<file path="src/rtl/shift_pipe.sv">
// Pipelined barrel shifter (SLL/SRA/ROR/SRL) with a global valid/ready stall.
// Define SHIFT_PIPE_CARRY_EN to add the registered out_carry output.
module shift_pipe #(
    parameter int WIDTH            = 16,
    parameter int LEVELS_PER_STAGE = 2
) (
    input  logic                     clk,
    input  logic                     rst_n,
    input  logic                     in_valid,
    output logic                     in_ready,
    input  logic [WIDTH-1:0]         in_data,
    input  logic [$clog2(WIDTH)-1:0] in_shamt,
    input  logic [1:0]               in_mode,
    output logic                     out_valid,
    input  logic                     out_ready,
    output logic [WIDTH-1:0]         out_data,
    output logic                     out_zero,
`ifdef SHIFT_PIPE_CARRY_EN
    output logic                     out_carry,
`endif
    output logic                     out_neg
);

    localparam int SHW = $clog2(WIDTH);
    localparam int LAT = (SHW + LEVELS_PER_STAGE - 1) / LEVELS_PER_STAGE;

    localparam logic [1:0] MODE_SLL = 2'b00;
    localparam logic [1:0] MODE_SRA = 2'b01;
    localparam logic [1:0] MODE_ROR = 2'b10;
    localparam logic [1:0] MODE_SRL = 2'b11;

    // Stage registers; index s holds the result of level group s.
    logic [LAT-1:0]            vld_q,   vld_d;
    logic [LAT-1:0][WIDTH-1:0] data_q,  data_d;
    logic [LAT-1:0][SHW-1:0]   shamt_q, shamt_d;
    logic [LAT-1:0][1:0]       mode_q,  mode_d;
    logic [LAT-1:0]            sign_q,  sign_d;

    // Stage inputs: entry 0 is the input port, entry s is stage register s-1.
    logic [LAT:0]              v_in;
    logic [LAT:0][WIDTH-1:0]   d_in;
    logic [LAT:0][SHW-1:0]     sa_in;
    logic [LAT:0][1:0]         md_in;
    logic [LAT:0]              sg_in;

    logic [WIDTH-1:0]          lv_d;
    logic [SHW-1:0]            lv_sa;
    logic [1:0]                lv_md;
    logic                      lv_sg;
    logic                      stall;

    assign v_in  = {vld_q, in_valid};
    assign d_in  = {data_q, in_data};
    assign sa_in = {shamt_q, in_shamt};
    assign md_in = {mode_q, in_mode};
    assign sg_in = {sign_q, in_data[WIDTH-1]};

`ifdef SHIFT_PIPE_CARRY_EN
    localparam logic [WIDTH-1:0] LSB1 = WIDTH'(1);
    logic [LAT-1:0]            carry_q, carry_d;
    logic [LAT:0]              c_in;
    logic                      lv_c;
    assign c_in = {carry_q, 1'b0};
`endif

    assign stall    = vld_q[LAT-1] & ~out_ready;
    assign in_ready = ~stall;

    always_comb begin
        vld_d   = '0;
        data_d  = '0;
        shamt_d = '0;
        mode_d  = '0;
        sign_d  = '0;
        lv_d    = '0;
        lv_sa   = '0;
        lv_md   = '0;
        lv_sg   = 1'b0;
`ifdef SHIFT_PIPE_CARRY_EN
        carry_d = '0;
        lv_c    = 1'b0;
`endif
        for (int s = 0; s < LAT; s++) begin
            lv_d  = d_in[s];
            lv_sa = sa_in[s];
            lv_md = md_in[s];
            lv_sg = sg_in[s];
`ifdef SHIFT_PIPE_CARRY_EN
            lv_c  = c_in[s];
`endif
            for (int k = 0; k < SHW; k++) begin
                if ((k / LEVELS_PER_STAGE) == s && lv_sa[k]) begin
`ifdef SHIFT_PIPE_CARRY_EN
                    // SLL loses its top bits; every other mode's last casualty is bit 2^k-1.
                    if (lv_md == MODE_SLL)
                        lv_c = |((lv_d >> (WIDTH - (1 << k))) & LSB1);
                    else
                        lv_c = |((lv_d >> ((1 << k) - 1)) & LSB1);
`endif
                    case (lv_md)
                        MODE_SLL: lv_d = lv_d << (1 << k);
                        MODE_SRA: lv_d = (lv_d >> (1 << k)) |
                                         (lv_sg ? ~({WIDTH{1'b1}} >> (1 << k)) : '0);
                        MODE_ROR: lv_d = (lv_d >> (1 << k)) | (lv_d << (WIDTH - (1 << k)));
                        MODE_SRL: lv_d = lv_d >> (1 << k);
                        default:  lv_d = lv_d;
                    endcase
                end
            end
            vld_d[s]   = v_in[s];
            data_d[s]  = lv_d;
            shamt_d[s] = lv_sa;
            mode_d[s]  = lv_md;
            sign_d[s]  = lv_sg;
`ifdef SHIFT_PIPE_CARRY_EN
            carry_d[s] = lv_c;
`endif
        end
    end

    always_ff @(posedge clk or negedge rst_n) begin
        if (!rst_n) begin
            vld_q   <= '0;
            data_q  <= '0;
            shamt_q <= '0;
            mode_q  <= '0;
            sign_q  <= '0;
`ifdef SHIFT_PIPE_CARRY_EN
            carry_q <= '0;
`endif
        end else if (!stall) begin
            vld_q   <= vld_d;
            data_q  <= data_d;
            shamt_q <= shamt_d;
            mode_q  <= mode_d;
            sign_q  <= sign_d;
`ifdef SHIFT_PIPE_CARRY_EN
            carry_q <= carry_d;
`endif
        end
    end

    assign out_valid = v_in[LAT];
    assign out_data  = d_in[LAT];
    assign out_zero  = (d_in[LAT] == '0);
    assign out_neg   = d_in[LAT][WIDTH-1];
`ifdef SHIFT_PIPE_CARRY_EN
    assign out_carry = c_in[LAT];
`endif

    // Control fields of the output register are spent; nothing downstream reads them.
    logic tail_unused;
    assign tail_unused = ^{sa_in[LAT], md_in[LAT], sg_in[LAT]};

endmodule
</file>
<file path="config.mk">
export PLATFORM = sky130hd
export DESIGN_NAME = shift_pipe
export DESIGN_NICKNAME = d
export VERILOG_FILES = /design/src/rtl/shift_pipe.sv
export SDC_FILE = /design/constraint.sdc
export NUM_CORES = 1
export LEC_CHECK = 0
export CAP_MARGIN = 20
export CORE_UTILIZATION = 30
export DETAILED_ROUTE_END_ITERATION = 6
export PLACE_DENSITY_LB_ADDON = 0.15
export SYNTH_ARGS = -nofsm -noshare
export SYNTH_HDL_FRONTEND = slang
export SYNTH_SLANG_ARGS = --single-unit
</file>
<file path="constraint.sdc">
create_clock -name clk -period 1.9 [get_ports clk]
set_clock_uncertainty 0.15 [all_clocks]
set_input_delay 0.475 -clock clk [delete_from_list [all_inputs] [get_ports clk]]
set_output_delay 0.475 -clock clk [all_outputs]
set_load 0.03 [all_outputs]
</file>
==> impl_metrics.py, run 1 <==
metrics = {
    "status": {
        "status": "complete, but fails checks",
        "violations": "setup timing",
    },
    "pwr": {
        "switching_share_pct": 38.74,
        "p_sw_uw": 1402,
        "leakage_uw": 0.001773,
        "power_density_nw_per_um2": 859.6,
        "pwr-share-clk_pct": 23.1,
        "power_uw": 3619,
        "internal-power_uw": 2217,
        "power_frac_comb_pct": 42.1,
        "ir_drop_mv": 0.3517,
        "p_seq_share_pct": 34.9,
    },
    "critical_path": {
        "crit_slowest_cell": "dfrtp_1",
        "crit_path_end_kind": "output pin",
        "crit_family": "simple AND/OR/NAND/NOR gates",
        "setup.worst_path.class": "reg -> out",
        "critPathLaunchType": "flip-flop",
        "cp.arrival_ns": 1.37,
        "path_cells": "nor4_4, and4_1, buf_6",
        "required_ns": 1.27,
        "crit_buf_inv": 1,
        "worst-path-max-fanout": 2,
        "max_stage_delay_ns": 0.41,
    },
    "cells_and_area": {
        "layout-drive-gt1-share_pct": 24.89,
        "area_growth_pct": 37.52,
        "fin_nets": 491,
        "num_antenna_cells": 0,
    },
    "synthesis": {
        "synth-edff-count": 0,
        "synth.distinct_cells": 46,
        "synthFlopType": "dfrtp_1",
        "syn_nets": 410,
        "ys_async_sr_fraction_pct": 100.0,
        "avgSynthCellArea_um2": 7.973,
        "yosys_warnings": 0,
        "synthCells": 384,
        "synth_area_um2": 3062,
        "ys_ff_latch": 39,
        "seq_area_frac_synth_pct": 31.88,
    },
    "timing": {
        "report.final.slew_viol_count": 0,
        "worstMarginPinSlew_ns": 0.5202,
        "finalCriticalPeriod_ns": 1.996,
        "max_clock_freq_mhz": 501.0,
        "rsz0062_at_grt": "yes",
        "hold_viol": 0,
        "period_share_pct": 105.1,
        "final-setup-viol-count": 1,
        "relSlewSlack_pct": 65.32,
        "postLayoutSetupSlackWorst_ns": -0.09606,
        "finalSetupTns_ns": -0.09606,
    },
    "global_route": {
        "grt-ovfl-total": 0,
        "grt_pass1_vias": 3136,
        "grt.total_usage_pct": 20.12,
        "grt_antenna_before_repair": 0,
        "grt_pass1_wl_um": 16190,
        "grt_max_degree": 40,
    },
    "routing": {
        "drt_iter0_markers": 118,
        "post_drt_wl_per_cell_um": 16.53,
        "drtPass1Iterations": 7,
        "vias_per_cell": 5.267,
        "drtAntennaViolNets": 0,
        "drc": 0,
        "wl_um": 9901,
        "vias": 3155,
    },
    "cts": {
        "cts_tree": "built",
        "clockBufferDepth": 2,
        "cts_root_buffer": "clkbuf_8",
        "cts.sinks": 39,
        "cts.reportedPaths.clkPinSlew_ns": 0.08,
        "cts_buffers": 5,
        "ctsHtreeMaxLevel": 2,
        "clk-insertion-delay-late_ns": 0.29,
        "cts_hold_buf": 0,
    },
    "min_path": {
        "hp-class": "in -> async",
    },
    "die": {
        "ios": 46,
        "die_h_um": 103.0,
        "core_um2": 9819,
        "start_util_pct": 31.18,
        "die_area_um2": 10610,
        "rows": 36,
        "die_w_um": 103.0,
    },
    "placement": {
        "io_buffers": 45,
        "gp_congestion": 0.8825,
        "place_ws_ns": -0.4680,
        "dp_hpwl_um": 7654,
    },
    "job": {
        "cap_violations": 0,
    },
}
[flip-flops by register name, indices dropped and copies added, names as in the netlist]
register	count
vld_q	2
out_data	16
d_in	16
sign_q	1
lv_md	2
lv_sa	2
[per-stage QoR]
step	std cells	hold slack [ns]	area (um2)	utilization [%]
after floorplan	384	0.02941	3069	-
after global placement	588	0.2976	4003	40.76
after detailed placement	588	0.2971	4003	40.76
after CTS	598	0.09962	4165	42.42
after global routing	599	0.1335	4210	42.88
final	599	0.07588	4210	42.88
[worst paths after layout]
path                               from            to  slack [ns]  cells after the start
max                        out_data[10]      out_zero        -0.1                      3
min                               rst_n  out_data[13]        0.08                      2
max reg2reg                    lv_md[0]  out_data[11]        0.09                      4
min reg2reg                    vld_q[0]      vld_q[0]        0.31                      2
max in group asynchronous         rst_n      d_in[17]        1.15                      2
min in group clk               vld_q[0]      vld_q[0]        0.31                      2
[cell families after synthesis]
| group | count (synthesis) | share of synthesized area [%] |
|---|---|---|
| AO/OA/AOI/OAI | 131 | 28.16 |
| buffers and inverters | 53 | 10.13 |
| flip-flops | 39 | 31.88 |
| multiplexers | 17 | 5.721 |
| AND/OR/NAND/NOR | 144 | 24.11 |
[Yosys cell counts, types with 2 or more instances]
cell type	number	area (um2)
inv_1	2	7.510
a311oi_1	10	87.58
nor2b_1	7	43.79
a211oi_1	9	67.56
buf_4	16	120.1
o22ai_1	8	50.05
or3b_2	5	43.79
nand4b_1	4	35.03
a311oi_2	4	60.06
nand3_1	8	40.04
o21ai_0	23	115.1
dfrtp_1	39	975.9
a21oi_1	47	235.2
o211ai_1	7	52.55
buf_2	22	110.1
nor3_1	9	45.04
nor4_1	5	31.28
or3b_4	4	45.04
nand2_1	33	123.9
clkbuf_1	6	22.52
mux2i_1	13	130.1
a221o_1	5	50.05
nand2b_1	16	100.1
o22a_1	5	43.79
mux2_2	4	45.04
or3b_1	2	17.52
buf_1	2	7.510
buf_6	3	33.78
a31oi_1	4	25.02
nor2_1	46	172.7
[power groups by stage]
stage,combinational (uW),clock [uW],sequential (uW)
finish,1520,835,1260
global route,1660,883,1300
CTS,1520,853,1260
detailed placement,1580,0,1270
global placement,1580,0,1260
floorplan,1080,0,1180
[cells in the final DEF (no fill, tap or decap), drive strengths merged, types with 7 or more instances in the layout]
| cell type | n |
|---|---|
| clkbuf | 8 |
| a21oi | 47 |
| nand3 | 8 |
| buf | 81 |
| nor3 | 9 |
| o211ai | 7 |
| dfrtp | 39 |
| a211oi | 9 |
| nand2b | 16 |
| a311oi | 14 |
| o22ai | 8 |
| clkdlybuf4s50 | 19 |
| nor2 | 47 |
| o21ai | 24 |
| mux2i | 13 |
| nor2b | 7 |
| dlygate4sd2 | 20 |
| nand2 | 33 |
| or3b | 11 |
[final cells by class]
class | count | area (um2)
Clock inverter | 2 | 60.06
Sequential cell | 39 | 975.9
Timing Repair Buffer | 124 | 1096
Multi-Input combinational cell | 292 | 1828
Tap cell | 133 | 166.4
Clock buffer | 6 | 72.57
Inverter | 3 | 11.26
Fill cell | 1048 | 5609
[timing repair]
action                                  CTS  global route
cloned                                    0             1
endpoints found under the setup margin   36             8
pin swaps                                 3             3
gates resized for setup                  30             8
setup buffers                             2             0
[layer usage]
layer  vias to the layer above  wire length (um)  GRT usage (%)
li1                       1568                 -              -
met1                      1488              4508          26.75
met2                        90              4820          33.33
met3                         9               402          2.508
met4                         0               170          7.584
met5                         -                 0              0
Power figures use the tool's default switching activity.
==> inputs of run 2 (changes only) <==
Settings changed: CTS_CLUSTER_SIZE from default to 28, SETUP_SLACK_MARGIN from default to 0.4.
==> run 2 against run 1 <==
The flow still finishes with violations (setup timing). Non-clock buffer count rose by 37. Total power increased by 24%. Maximum frequency decreased by 2.4%. Clock-buffer cell count did not move. Die area stayed put. Critical path type unchanged. Critical endpoint unchanged. Largest power group unchanged.
==> impl_metrics.py, run 2 (synthesized netlist as in run 1, its figures left out) <==
metrics = {
    "status": {
        "status": "complete, but fails checks",
        "violations": "setup timing",
    },
    "job": {
        "cap_violations": 0,
    },
    "critical_path": {
        "r2r_start": "vld_q[1]",
        "cp.arrival_ns": 1.42,
        "required_ns": 1.27,
        "crit_path_end_kind": "output pin",
        "path_cells": "nor4_2, buf_4, and4_4, buf_6",
        "max_stage_delay_ns": 0.40,
        "ff2ff_path_depth": 8,
        "worstReg2RegEnd": "out_data[4]",
        "rrSetupSlack_ns": 0.24,
        "critPathLaunchType": "flip-flop",
        "worst-path-max-fanout": 2,
        "setup.worst_path.class": "reg -> out",
        "crit_slowest_cell": "dfrtp_1",
    },
    "cells_and_area": {
        "fillers": 883,
        "register_area_um2": 984.7,
        "layout_commonest_cell": "buf_4",
        "area_growth_pct": 76.62,
        "fin_nets": 528,
        "num_antenna_cells": 0,
        "stdcell_count": 636,
        "layout-drive-gt1-share_pct": 54.87,
        "multi_input_area_um2": 2406,
        "most-common-layout-cells": "buf_4, buf_6, nor2_1, dfrtp_1, a21oi_1",
    },
    "global_route": {
        "grt.total_usage_pct": 21.83,
        "grt_pass1_vias": 3396,
        "grt_max_degree": 23,
        "grt_antenna_before_repair": 0,
        "grt_pass1_wl_um": 17680,
        "grt-ovfl-total": 0,
    },
    "cts": {
        "clk-insertion-delay-late_ns": 0.30,
        "cts.sinks": 39,
        "ctsHtreeMaxLevel": 2,
        "cts.reportedPaths.clkPinSlew_ns": 0.08,
        "cts_root_buffer": "clkbuf_8",
        "clockBufferDepth": 2,
        "cts_buffers": 5,
        "cts_tree": "built",
    },
    "placement": {
        "io_buffers": 45,
        "dp_hpwl_um": 7679,
        "gp_congestion": 0.8631,
        "place_ws_ns": -0.5079,
        "dp_cells": 586,
    },
    "timing": {
        "max_clock_freq_mhz": 488.9,
        "worstMarginPinSlew_ns": 0.4286,
        "postLayoutSetupSlackWorst_ns": -0.1454,
        "rsz0062_at_grt": "yes",
        "finalCriticalPeriod_ns": 2.045,
        "relSlewSlack_pct": 71.30,
        "final-setup-viol-count": 1,
        "period_share_pct": 107.7,
        "hold_viol": 0,
        "report.final.slew_viol_count": 0,
    },
    "pwr": {
        "switching_share_pct": 38.94,
        "p_sw_uw": 1741,
        "internal-power_uw": 2730,
        "power_frac_comb_pct": 51.7,
        "ir_drop_mv": 0.4194,
        "leakage_uw": 0.002201,
        "p_seq_share_pct": 29.5,
        "power_density_nw_per_um2": 826.6,
        "pwr-share-clk_pct": 18.8,
    },
    "min_path": {
        "min_to": "vld_q[1]",
        "hp-class": "reg -> reg",
        "hold_depth": 1,
        "hold_start": "vld_q[0]",
    },
    "die": {
        "start_util_pct": 31.18,
        "die_w_um": 103.0,
        "die_area_um2": 10610,
        "rows": 36,
        "ios": 46,
        "core_um2": 9819,
        "die_h_um": 103.0,
    },
    "routing": {
        "vias": 3516,
        "drc": 0,
        "drt_iter0_markers": 212,
        "post_drt_wl_per_cell_um": 18.44,
        "drtAntennaViolNets": 0,
        "drtPass1Iterations": 4,
        "vias_per_cell": 5.528,
        "wl_um": 11730,
    },
}
run 2: cell types whose count changed in the layout (fill, tap and decap cells not counted), moves of 9 or more:
| cell | previous run | this run |
|---|---|---|
| o21ai_0 | 23 | 6 |
| a21oi_1 | 47 | 25 |
| buf_6 | 2 | 46 |
| nor2_1 | 46 | 34 |
| buf_8 | 0 | 12 |
| nor2_4 | 0 | 12 |
| nand2_1 | 33 | 24 |
| a21oi_2 | 0 | 21 |
| a211oi_1 | 9 | 0 |
| clkdlybuf4s50_1 | 19 | 3 |
run 2: cell type report:
| type | count | share of cell area, % |
|---|---|---|
| inverter | 3 | 0.2545 |
| sequential | 39 | 18.21 |
| tap | 133 | 3.077 |
| clock buffer | 6 | 1.342 |
| timing repair buffer | 161 | 31.51 |
| clock inverter | 2 | 1.111 |
| multi-input combinational | 292 | 44.49 |
run 2: worst max-delay path: cells and delay by family, from the launching register on:
family | cells | cell delay, ns
buffers and inverters | 2 | 0.27
and+or+nand+nor | 2 | 0.45
DFF | 1 | 0.40
run 2: what timing repair did:
| action | CTS | global route |
|---|---|---|
| setup endpoints to repair | 59 | 52 |
| buffers inserted | 19 | 15 |
| hold buffers | 1 | 0 |
| gates resized for setup | 275 | 86 |
| pin swaps | 54 | 34 |
| cloned | 4 | 3 |
| hold endpoints to repair | 17 | 0 |
run 2: power by group through the flow:
| stage | Sequential, uW | Combinational (uW) | Clock (uW) |
|---|---|---|---|
| finish | 1320 | 2310 | 839 |
| global route | 1340 | 2450 | 875 |
| CTS | 1290 | 1950 | 850 |
| detailed placement | 1270 | 1600 | 0 |
| global placement | 1260 | 1590 | 0 |
| floorplan | 1190 | 1140 | 0 |
run 2: metrics by stage:
stage / hold WS [ns] / total power [uW] / cell area, um2 / util, % / setup TNS, ns
2_1_floorplan: 0.02941 / 2323 / 3222 / - / 0
3_3_place_gp: 0.2822 / 2859 / 4040 / 41.14 / -7.091
3_5_place_dp: 0.2836 / 2873 / 4040 / 41.14 / -7.310
4_1_cts: 0.3235 / 4088 / 4876 / 49.66 / -0.1832
5_1_grt: 0.3628 / 4667 / 5408 / 55.07 / -0.2501
6_report: 0.3187 / 4470 / 5408 / 55.07 / -0.1454
run 2: metal layers:
layer	global-route usage (%)	share of wire, %	wire length, um
met1	26.83	41	4794
met5	0	0	0
met3	2.780	4.4	519
met2	39.33	52	6111
met4	7.151	2.6	302
run 2: how the worst max path moves through the flow:
stage | startpoint | cells after the start | endpoint | slack (ns)
after floorplan | vld_q[1] | 5 | in_ready | 0.16
after global placement | in_mode[1] | 7 | d_in[27] | -0.45
after detailed placement | in_mode[1] | 7 | d_in[27] | -0.51
after CTS | out_data[10] | 4 | out_zero | -0.18
after global routing | out_data[10] | 4 | out_zero | -0.25
final | out_data[10] | 4 | out_zero | -0.15
==> inputs of run 3 (changes only) <==
Settings changed: CORE_UTILIZATION 30 to 43.
==> run 3 against run 2 <==
The run still ends with setup timing left. Sequential power about the same. Combinational power decreased by 3%. Highest routed layer unchanged. Total power decreased by 7.7%. Sequential cell count unchanged. Setup slack improved by 0.040 ns. Largest cell class unchanged. Non-clock buffer count decreased by 9. Register-to-register slack improved by 0.04 ns. Via count increased by 1.0%. Global-route usage increased by 8.1 points. Routed wire length decreased by 2.0%.
==> impl_metrics.py, run 3 (synthesized netlist as in run 1, its figures left out) <==
metrics = {
    "status": {
        "status": "complete, but fails checks",
        "violations": "setup timing",
    },
    "timing": {
        "relSlewSlack_pct": 68.95,
        "report.final.slew_viol_count": 0,
        "finalCriticalPeriod_ns": 2.006,
        "postLayoutSetupSlackWorst_ns": -0.1057,
        "worstMarginPinSlew_ns": 0.4658,
        "rsz0062_at_grt": "yes",
        "max_clock_freq_mhz": 498.6,
        "finalSetupTns_ns": -0.1057,
        "period_share_pct": 105.6,
        "hold_viol": 0,
        "final-setup-viol-count": 1,
    },
    "pwr": {
        "p_seq_share_pct": 32.1,
        "pwr-share-clk_pct": 13.3,
        "internal-power_uw": 2434,
        "power_density_nw_per_um2": 792.2,
        "leakage_uw": 0.002167,
        "p_sw_uw": 1693,
        "ir_drop_mv": 0.3580,
        "power_frac_comb_pct": 54.6,
        "switching_share_pct": 41.03,
    },
    "cells_and_area": {
        "fin_nets": 519,
        "register_area_um2": 983.4,
        "fin_util_pct": 76.26,
        "multi_input_area_um2": 2367,
        "most-common-layout-cells": "buf_4, buf_6, nor2_1, dfrtp_1, nand2_1",
        "layout_commonest_cell": "buf_4",
        "num_antenna_cells": 0,
        "area_growth_pct": 70.17,
        "fillers": 505,
        "layout-drive-gt1-share_pct": 53.44,
    },
    "critical_path": {
        "crit_family": "simple AND/OR/NAND/NOR gates",
        "required_ns": 1.27,
        "path_cells": "nor4_2, and4_4, buf_6",
        "crit_slowest_cell": "dfrtp_1",
        "critPathLaunchType": "flip-flop",
        "cp.arrival_ns": 1.38,
        "setup.worst_path.class": "reg -> out",
        "max_stage_delay_ns": 0.42,
        "worst-path-max-fanout": 3,
        "crit_path_end_kind": "output pin",
        "crit_buf_inv": 1,
    },
    "global_route": {
        "grt_max_degree": 21,
        "grt_pass1_vias": 3320,
        "grt_antenna_before_repair": 0,
        "grt-ovfl-total": 0,
        "grt_pass1_wl_um": 17170,
        "grt.total_usage_pct": 29.97,
    },
    "job": {
        "cap_violations": 0,
    },
    "cts": {
        "cts_tree": "built",
        "cts_buffers": 5,
        "cts.sinks": 39,
        "cts_root_buffer": "clkbuf_8",
        "ctsHtreeMaxLevel": 2,
        "clockBufferDepth": 2,
        "clk-insertion-delay-late_ns": 0.29,
        "cts.reportedPaths.clkPinSlew_ns": 0.07,
    },
    "die": {
        "rows": 30,
        "die_w_um": 86.38,
        "ios": 46,
        "die_h_um": 86.38,
        "start_util_pct": 44.82,
        "core_um2": 6832,
        "die_area_um2": 7462,
    },
    "routing": {
        "drc": 0,
        "vias": 3552,
        "drtAntennaViolNets": 0,
        "vias_per_cell": 6.020,
        "drt_iter0_markers": 208,
        "post_drt_wl_per_cell_um": 19.47,
        "drtPass1Iterations": 5,
        "wl_um": 11490,
    },
    "placement": {
        "gp_congestion": 0.9218,
        "io_buffers": 45,
        "dp_hpwl_um": 7065,
    },
    "min_path": {
        "hp-class": "reg -> reg",
    },
}
==> run 3: per-layer routing <==
metal / GRT usage [%] / part of all wire [%] / up-vias
met3: 4.286 / 5.0 / 32
met5: 0 / 0 / -
met4: 11.52 / 3.5 / 0
li1: - / - / 1624
met1: 38.19 / 42 / 1737
met2: 51.37 / 50 / 159
==> run 3: power by group through the flow <==
stage | Sequential [uW] | Clock (uW) | Combinational (uW)
after global routing | 1350 | 592 | 2380
final | 1330 | 548 | 2250
after floorplan | 1190 | 0 | 1140
after detailed placement | 1270 | 0 | 1560
after global placement | 1260 | 0 | 1560
after CTS | 1290 | 559 | 1920
==> run 3: area by class of cell <==
class / count / area share [%]
Sequential cell: 39 / 18.88
Tap cell: 96 / 2.305
Clock buffer: 7 / 1.465
Timing Repair Buffer: 152 / 31.56
Clock inverter: 1 / 0.09606
Multi-Input combinational cell: 292 / 45.44
Inverter: 3 / 0.2642
==> run 3: final timing paths <==
path	startpoint	to	slack, ns	cells past startpoint
max	out_data[14]	out_zero	-0.11	3
min	vld_q[0]	vld_q[0]	0.31	2
max reg2reg	lv_md[0]	out_data[11]	0.28	4
min reg2reg	vld_q[0]	vld_q[0]	0.31	2
max in group asynchronous	rst_n	lv_md[0]	0.59	3
min in group asynchronous	rst_n	out_data[10]	0.52	2
==> run 3: metrics by stage <==
step / cells / hold slack [ns] / area (um2) / total power (uW) / worst slack [ns]
floorplan: 384 / 0.02941 / 3222 / 2323 / 0.1586
global placement: 539 / 0.2943 / 3944 / 2822 / -0.2970
detailed placement: 539 / 0.2990 / 3944 / 2833 / -0.3157
CTS: 574 / 0.3166 / 4728 / 3763 / -0.1549
global route: 590 / 0.3359 / 5210 / 4315 / -0.1669
finish: 590 / 0.3112 / 5210 / 4128 / -0.1057
==> run 3: worst reg2reg max path: stages (launching register included) <==
cell and delay [ns]:
dfrtp_2 0.46, or2_4 0.32, mux2_4 0.31, a211oi_2 0.23, nor2_1 0.05
==> run 3: repair_timing <==
action                                 in CTS  in global routing
setup buffers                              19                 14
setup endpoints to repair                  58                 51
hold buffers                                1                  0
endpoints found under the hold margin      19                  0
cloned                                      7                  2
pin swaps                                  43                 42
gates resized for setup                   255                 88
